### src/rtl/cmp_ge_serial_pkg.sv
// Shared types and op decode for the digit-serial magnitude comparator.
package cmp_ge_serial_pkg;

  typedef enum logic [2:0] {
    OP_GE = 3'd0,
    OP_GT = 3'd1,
    OP_LE = 3'd2,
    OP_LT = 3'd3,
    OP_EQ = 3'd4,
    OP_NE = 3'd5
  } cmp_op_e;

  typedef enum logic [1:0] {
    IDLE = 2'd0,
    RUN  = 2'd1,
    DONE = 2'd2
  } cmp_state_e;

  // Codes 6 and 7 are not ops and always resolve to 0.
  function automatic logic cmp_res(input logic [2:0] op, input logic g, input logic e);
    logic r;
    r = 1'b0;
    case (op)
      OP_GE:   r = g;
      OP_GT:   r = g & ~e;
      OP_LE:   r = ~g | e;
      OP_LT:   r = ~g;
      OP_EQ:   r = e;
      OP_NE:   r = ~e;
      default: r = 1'b0;
    endcase
    return r;
  endfunction

endpackage

### src/rtl/cmp_ge_serial_if.sv
// Request/result handshake bundle between a requester and cmp_ge_serial.
interface cmp_ge_serial_if #(
  parameter int WIDTH = 32
);
  logic             in_valid_i;
  logic             in_ready_o;
  logic [WIDTH-1:0] a_i;
  logic [WIDTH-1:0] b_i;
  logic             signed_i;
  logic [2:0]       op_i;
  logic             out_valid_o;
  logic             out_ready_i;
  logic             res_o;
  logic             ge_o;
  logic             eq_o;

  modport master (
    output in_valid_i, a_i, b_i, signed_i, op_i, out_ready_i,
    input  in_ready_o, out_valid_o, res_o, ge_o, eq_o
  );

  modport slave (
    input  in_valid_i, a_i, b_i, signed_i, op_i, out_ready_i,
    output in_ready_o, out_valid_o, res_o, ge_o, eq_o
  );
endinterface

### src/rtl/cmp_ge_serial_digit.sv
// One digit of the running compare: local generate/propagate merged into the carry.
module cmp_ge_digit #(
  parameter int DIGIT = 8
) (
  input  logic [DIGIT-1:0] d_a_i,
  input  logic [DIGIT-1:0] d_b_i,
  input  logic             g_i,
  input  logic             e_i,
  output logic             g_o,
  output logic             e_o
);
  logic gen;
  logic prop;

  assign gen  = (d_a_i > d_b_i);
  assign prop = (d_a_i == d_b_i);
  // A higher digit decides on its own unless equal, then the lower result carries through.
  assign g_o  = gen | (prop & g_i);
  assign e_o  = e_i & prop;
endmodule

### src/rtl/cmp_ge_serial.sv
// Digit-serial A>=B / A==B comparator, LSB digit first, with six relational ops.
module cmp_ge_serial
  import cmp_ge_serial_pkg::*;
#(
  parameter int WIDTH = 32,
  parameter int DIGIT = 8
) (
  input logic           clk_i,
  input logic           rst_ni,
  cmp_ge_serial_if.slave bus
);
  localparam int ND    = (WIDTH + DIGIT - 1) / DIGIT;
  localparam int CNT_W = $clog2(ND + 1);
  localparam int PW    = ND * DIGIT;

  cmp_state_e       state_q, state_d;
  logic [CNT_W-1:0] cnt_q, cnt_d;
  logic [PW-1:0]    a_q, a_d, b_q, b_d;
  logic             g_q, g_d, e_q, e_d;
  logic [2:0]       op_q, op_d;
  logic             g_nxt, e_nxt;
  logic             accept;
  logic             done;
  logic [WIDTH-1:0] a_mod, b_mod;
  logic [WIDTH-1:0] sign_flip;

  assign bus.in_ready_o = (state_q == IDLE) | ((state_q == DONE) & bus.out_ready_i);
  assign accept         = bus.in_valid_i & bus.in_ready_o;

  // Flipping the sign bit maps two's-complement order onto unsigned order.
  assign sign_flip = {bus.signed_i, {(WIDTH-1){1'b0}}};
  assign a_mod     = bus.a_i ^ sign_flip;
  assign b_mod     = bus.b_i ^ sign_flip;

  cmp_ge_digit #(.DIGIT(DIGIT)) u_digit (
    .d_a_i (a_q[DIGIT-1:0]),
    .d_b_i (b_q[DIGIT-1:0]),
    .g_i   (g_q),
    .e_i   (e_q),
    .g_o   (g_nxt),
    .e_o   (e_nxt)
  );

  always_comb begin
    state_d = state_q;
    cnt_d   = cnt_q;
    a_d     = a_q;
    b_d     = b_q;
    g_d     = g_q;
    e_d     = e_q;
    op_d    = op_q;
    case (state_q)
      IDLE: ;
      RUN: begin
        a_d   = a_q >> DIGIT;
        b_d   = b_q >> DIGIT;
        g_d   = g_nxt;
        e_d   = e_nxt;
        cnt_d = cnt_q + CNT_W'(1);
        if (cnt_q == CNT_W'(ND - 1)) state_d = DONE;
      end
      DONE: if (bus.out_ready_i) state_d = IDLE;
      default: state_d = IDLE;
    endcase
    // Accept is only possible in IDLE or DONE, so it overrides those transitions.
    if (accept) begin
      state_d = RUN;
      cnt_d   = '0;
      a_d     = PW'(a_mod);
      b_d     = PW'(b_mod);
      g_d     = 1'b1;
      e_d     = 1'b1;
      op_d    = bus.op_i;
    end
  end

  always_ff @(posedge clk_i) begin
    if (!rst_ni) begin
      state_q <= IDLE;
      cnt_q   <= '0;
      a_q     <= '0;
      b_q     <= '0;
      g_q     <= 1'b0;
      e_q     <= 1'b0;
      op_q    <= '0;
    end else begin
      state_q <= state_d;
      cnt_q   <= cnt_d;
      a_q     <= a_d;
      b_q     <= b_d;
      g_q     <= g_d;
      e_q     <= e_d;
      op_q    <= op_d;
    end
  end

  assign done            = (state_q == DONE);
  assign bus.out_valid_o = done;
  assign bus.ge_o        = done & g_q;
  assign bus.eq_o        = done & e_q;
  assign bus.res_o       = done & cmp_res(op_q, g_q, e_q);
endmodule
### src/flat_wrapper.sv
// flat-port wrapper written by rule: the top's interface ports become plain ports
module cmp_ge_serial_flat import cmp_ge_serial_pkg::*;
#(
  parameter int WIDTH = 32,
  parameter int DIGIT = 8
)
  (clk_i, rst_ni, bus_in_valid_i, bus_a_i, bus_b_i, bus_signed_i, bus_op_i, bus_out_ready_i, bus_in_ready_o, bus_out_valid_o, bus_res_o, bus_ge_o, bus_eq_o);
  cmp_ge_serial_if #(.WIDTH(WIDTH)) bus_i ();
  input logic clk_i;
  input logic rst_ni;
  input wire logic [$bits(bus_i.in_valid_i)-1:0] bus_in_valid_i;
  input wire logic [$bits(bus_i.a_i)-1:0] bus_a_i;
  input wire logic [$bits(bus_i.b_i)-1:0] bus_b_i;
  input wire logic [$bits(bus_i.signed_i)-1:0] bus_signed_i;
  input wire logic [$bits(bus_i.op_i)-1:0] bus_op_i;
  input wire logic [$bits(bus_i.out_ready_i)-1:0] bus_out_ready_i;
  output wire logic [$bits(bus_i.in_ready_o)-1:0] bus_in_ready_o;
  output wire logic [$bits(bus_i.out_valid_o)-1:0] bus_out_valid_o;
  output wire logic [$bits(bus_i.res_o)-1:0] bus_res_o;
  output wire logic [$bits(bus_i.ge_o)-1:0] bus_ge_o;
  output wire logic [$bits(bus_i.eq_o)-1:0] bus_eq_o;
  assign bus_i.in_valid_i = bus_in_valid_i;
  assign bus_i.a_i = bus_a_i;
  assign bus_i.b_i = bus_b_i;
  assign bus_i.signed_i = bus_signed_i;
  assign bus_i.op_i = bus_op_i;
  assign bus_i.out_ready_i = bus_out_ready_i;
  assign bus_in_ready_o = bus_i.in_ready_o;
  assign bus_out_valid_o = bus_i.out_valid_o;
  assign bus_res_o = bus_i.res_o;
  assign bus_ge_o = bus_i.ge_o;
  assign bus_eq_o = bus_i.eq_o;
  cmp_ge_serial #(.WIDTH(WIDTH), .DIGIT(DIGIT)) u_core (.clk_i(clk_i), .rst_ni(rst_ni), .bus(bus_i));
endmodule
### config.mk
export PLATFORM = sky130hd
export DESIGN_NAME = cmp_ge_serial_flat
export DESIGN_NICKNAME = d
export VERILOG_FILES = /design/src/rtl/cmp_ge_serial_pkg.sv /design/src/rtl/cmp_ge_serial_if.sv /design/src/rtl/cmp_ge_serial_digit.sv /design/src/rtl/cmp_ge_serial.sv /design/src/flat_wrapper.sv
export SDC_FILE = /design/constraint.sdc
export NUM_CORES = 1
export LEC_CHECK = 0
export ABC_CLOCK_PERIOD_IN_PS = 3100
export BUFFER_PORTS_ARGS = -buffer_cell sky130_fd_sc_hd__buf_2
export CELL_PAD_IN_SITES_DETAIL_PLACEMENT = 1
export CELL_PAD_IN_SITES_GLOBAL_PLACEMENT = 1
export CORE_MARGIN = 2
export CORE_UTILIZATION = 40
export DETAILED_ROUTE_END_ITERATION = 7
export PLACE_DENSITY = 0.83
export SYNTH_ARGS = -nofsm -noshare
export SYNTH_HDL_FRONTEND = slang
export SYNTH_SLANG_ARGS = --single-unit
### constraint.sdc
create_clock -name clk_i -period 3.1 [get_ports clk_i]
set_input_delay 0.155 -clock clk_i [delete_from_list [all_inputs] [get_ports clk_i]]
set_output_delay 0.155 -clock clk_i [all_outputs]
set_load 0.01 [all_outputs]
==> insert_results.sql <==
INSERT INTO impl_metrics (metric_group, metric, value, unit) VALUES
('clocking', 'tritoncts', 'done', ''),
('synthesis', 'synth.net_count', '473', ''),
('critical_path', 'critPathTopFamily', 'simple AND/OR/NAND/NOR gates', ''),
('critical_path', 'crit_path_top_delay_cell', 'sky130_fd_sc_hd__nand2_2', ''),
('grt', 'number_of_global_route_vias_before_repair', '3055', ''),
('grt', 'groute.usage.overall', '20.2', '%'),
('power', 'p_per_area', '546', 'mW/mm^2'),
('critical_path', 'rrSetupSlack', '1170', 'ps'),
('layout', 'syn2layout_area_growth', '17.4', '%'),
('critical_path', 'worstSetupPathType', 'reg -> reg', ''),
('layout', 'antenna_cells_inserted', '0', ''),
('clocking', 'htreeDepth', '3', ''),
('clocking', 'cts-resized-gates', '0', ''),
('layout', 'final_cell_mix', '90 x sky130_fd_sc_hd__nand2_1, 76 x sky130_fd_sc_hd__buf_2, 74 x sky130_fd_sc_hd__dfxtp_1', ''),
('synthesis', 'synth_enable_flop_cells', '0', ''),
('floorplanning', 'dieWidth', '94.9', 'um'),
('grt', 'grt_overflow', '0', ''),
('synthesis', 'ys_dominant_reg_cell', 'sky130_fd_sc_hd__dfxtp_1', ''),
('critical_path', 'critPathMaxStageDelay', '860', 'ps'),
('synthesis', 'ys_async_sr_fraction', '0', '%'),
('critical_path', 'cp_startpoint_kind', 'register', ''),
('synthesis', 'synth-warning-count', '0', ''),
('drt', 'drt-total-wl', '8500', 'um'),
('clocking', 'worst_skew_pair.late_latency', '350', 'ps'),
('clocking', 'post_cts_buffers', '0', ''),
('critical_path', 'worst_ep_required_time', '3360', 'ps'),
('timing', 'setup_repair_after_global_routing_missed_its_margin', 'no', ''),
('synthesis', 'synth_seq_cells', '74', ''),
('synthesis', 'synth.avg_cell_area', '8.45', 'um^2'),
('power', 'totalPowerFinal', '2.12', 'mW'),
('drt', 'vias_per_cell', '5.24', ''),
('layout', 'finalNetCount', '537', ''),
('drt', 'route.antenna.remaining_nets', '0', ''),
('timing', 'setup-violations-final', '0', ''),
('synthesis', 'synth_area', '0.00330', 'mm^2'),
('synthesis', 'synthDistinctLibCells', '33', ''),
('floorplanning', 'die-height', '94.9', 'um'),
('drt', 'detail_route.first_pass.iterations', '4', ''),
('timing', 'setup_tns', '0', 'ps'),
('grt', 'grt_antenna_before_repair', '0', ''),
('floorplanning', 'boundaryPins', '77', ''),
('layout', 'most_common_library_cell_in_the_layout_ignoring_fill_and_taps', 'sky130_fd_sc_hd__nand2_1', ''),
('critical_path', 'critical_path_buf_inv_count', '0', ''),
('floorplanning', 'fp.dieArea', '0.00900', 'mm^2'),
('timing', 'finalHoldViolCount', '0', ''),
('critical_path', 'worstPathMaxFanout', '55', ''),
('floorplanning', 'row_cnt', '33', ''),
('synthesis', 'syn_inst', '391', ''),
('place', 'dp_hpwl', '5910', 'um'),
('clocking', 'clk_root_buffer_cell', 'sky130_fd_sc_hd__clkbuf_8', ''),
('clocking', 'numCtsBuffers', '9', ''),
('drt', 'drt-wirelength-per-cell', '15.1', 'um'),
('drt', 'route.vias.total', '2955', ''),
('critical_path', 'worst-endpoint-arrival', '2190', 'ps'),
('timing', 'fmax', '519', 'MHz'),
('place', 'gpl.final_weighted_congestion', '0.796', ''),
('power', 'static-leakage-power', '1.53', 'nW'),
('clocking', 'cts-root-to-sink-buffers', '2', ''),
('timing', 'finalWorstPathRequiredPeriod', '1930', 'ps'),
('floorplanning', 'effective_utilization_at_floorplan', '40.8', '%'),
('clocking', 'holdBufCountCts', '0', ''),
('run', 'max_cap_violations', '0', ''),
('layout', 'final_util', '47.9', '%'),
('grt', 'largest_net_degree_at_the_start_of_global_routing', '56', ''),
('min_path', 'hold_path.class', 'in -> reg', ''),
('status', 'run_status', 'complete, no violations', ''),
('power', 'worst_ir_drop_vdd', '194', 'uV'),
('timing', 'period_share', '62.2', '%'),
('timing', 'maxSlewHeadroom', '22.6', '%'),
('drt', 'first_iter_violations', '123', ''),
('place', 'io_buffer_count', '76', ''),
('layout', 'fraction_of_layout_instances_using_a_drive_strength_above_1', '25.9', '%'),
('drt', 'drc', '0', ''),
('synthesis', 'synth_sequential_area_ratio', '44.8', '%'),
('critical_path', 'worstPathCellList', 'nand2b_1 -> nand2_2 -> nand2_1 -> a211oi_1', ''),
('grt', 'grt_pass1_wl', '14200', 'um'),
('timing', 'fin_hold_ws', '37.3', 'ps'),
('timing', 'report.final.slew_viol_count', '0', ''),
('floorplanning', 'placeableCoreArea', '0.00809', 'mm^2'),
('timing', 'tightest_pin_transition', '1160', 'ps'),
('timing', 'fin_worst_skew', '10.5', 'ps'),
('critical_path', 'end_kind', 'register', ''),
('clocking', 'clock_sink_count', '74', ''),
('clocking', 'worst_setup_hold_path_clk_slew', '80', 'ps');
## through the flow
step           instances  setup slack (ps)  instance area, um^2
4_1_cts              564              1160                 3880
2_1_floorplan        391              1770                 3300
5_1_grt              564               936                 3880
3_5_place_dp         549              1160                 3690
3_3_place_gp         549              1310                 3690
6_report             564              1170                 3880
## worst reg2reg max path, delay by kind of cell, from the launching register on
kind | cells | cell delay [ps]
DFF | 1 | 380
and+or+nand+nor | 3 | 1260
AOI/OAI and AO/OA | 1 | 210
## final cells by class
cell class,count,area (um^2)
flip-flops and latches,74,1480
repair buffers,84,440
inverters,10,37.5
clock buffers,13,179
multi-input cells,276,1600
well taps,105,131
fillers,1041,4220
clock inverters,2,10.0
## metal layers
metal	GRT usage (%)	vias up	share of wire [%]
met4	8.57	0	1.9
li1	-	1487	-
met3	3.35	15	3.3
met1	26.6	1399	47
met2	32.9	54	48
met5	0	-	0
## sequential cells by signal, indices dropped and copies added (netlist names)
signal and flops:
u_core.a_q 32, u_core.b_q 32, u_core.cnt_q 3, u_core.op_q 3, u_core.state_q 2, u_core.e_q 1
u_core.g_q 1
## where the power goes
part	total (mW)	switching, mW	internal (mW)
sequential	1.06	0.0418	1.02
combinational	0.340	0.200	0.140
clock	0.714	0.342	0.372
## cells by family (layout without fill, tap and decap cells)
logic type      after synthesis  after routing  share of synthesized area, %
xor+xnor                      4              4                          1.06
mux                           1              1                         0.341
fa+ha+maj                    10             10                          3.79
buf+inv                      41            109                          6.86
flops                        74             74                          44.8
compound gates              113            113                          24.4
simple gates                148            148                          18.7
## Yosys cell counts, drive strengths merged (2+ instances only)
cell type  count  area (um^2)
buf           23          159
xor2           2         17.5
ha            10          125
and2           3         18.8
nand2         91          344
a21oi         57          289
nor2b          5         33.8
inv           10         37.5
clkbuf         8         30.0
dfxtp         74         1480
xnor2          2         17.5
a311oi        17          224
nand3         16         80.1
o21ai          2         13.8
nand2b         3         18.8
a211oi         3         22.5
nand4          2         12.5
nor2          26         97.6
a22oi         31          233
## worst paths after layout
kind | to | cells after the start | start
max | u_core.cnt_q[2] | 4 | u_core.state_q[1]
min | u_core.b_q[28] | 3 | bus_b_i[28]
max reg2reg | u_core.cnt_q[2] | 4 | u_core.state_q[1]
min reg2reg | u_core.a_q[17] | 2 | u_core.a_q[17]
Note: power is estimated with default switching activity, not from simulation.
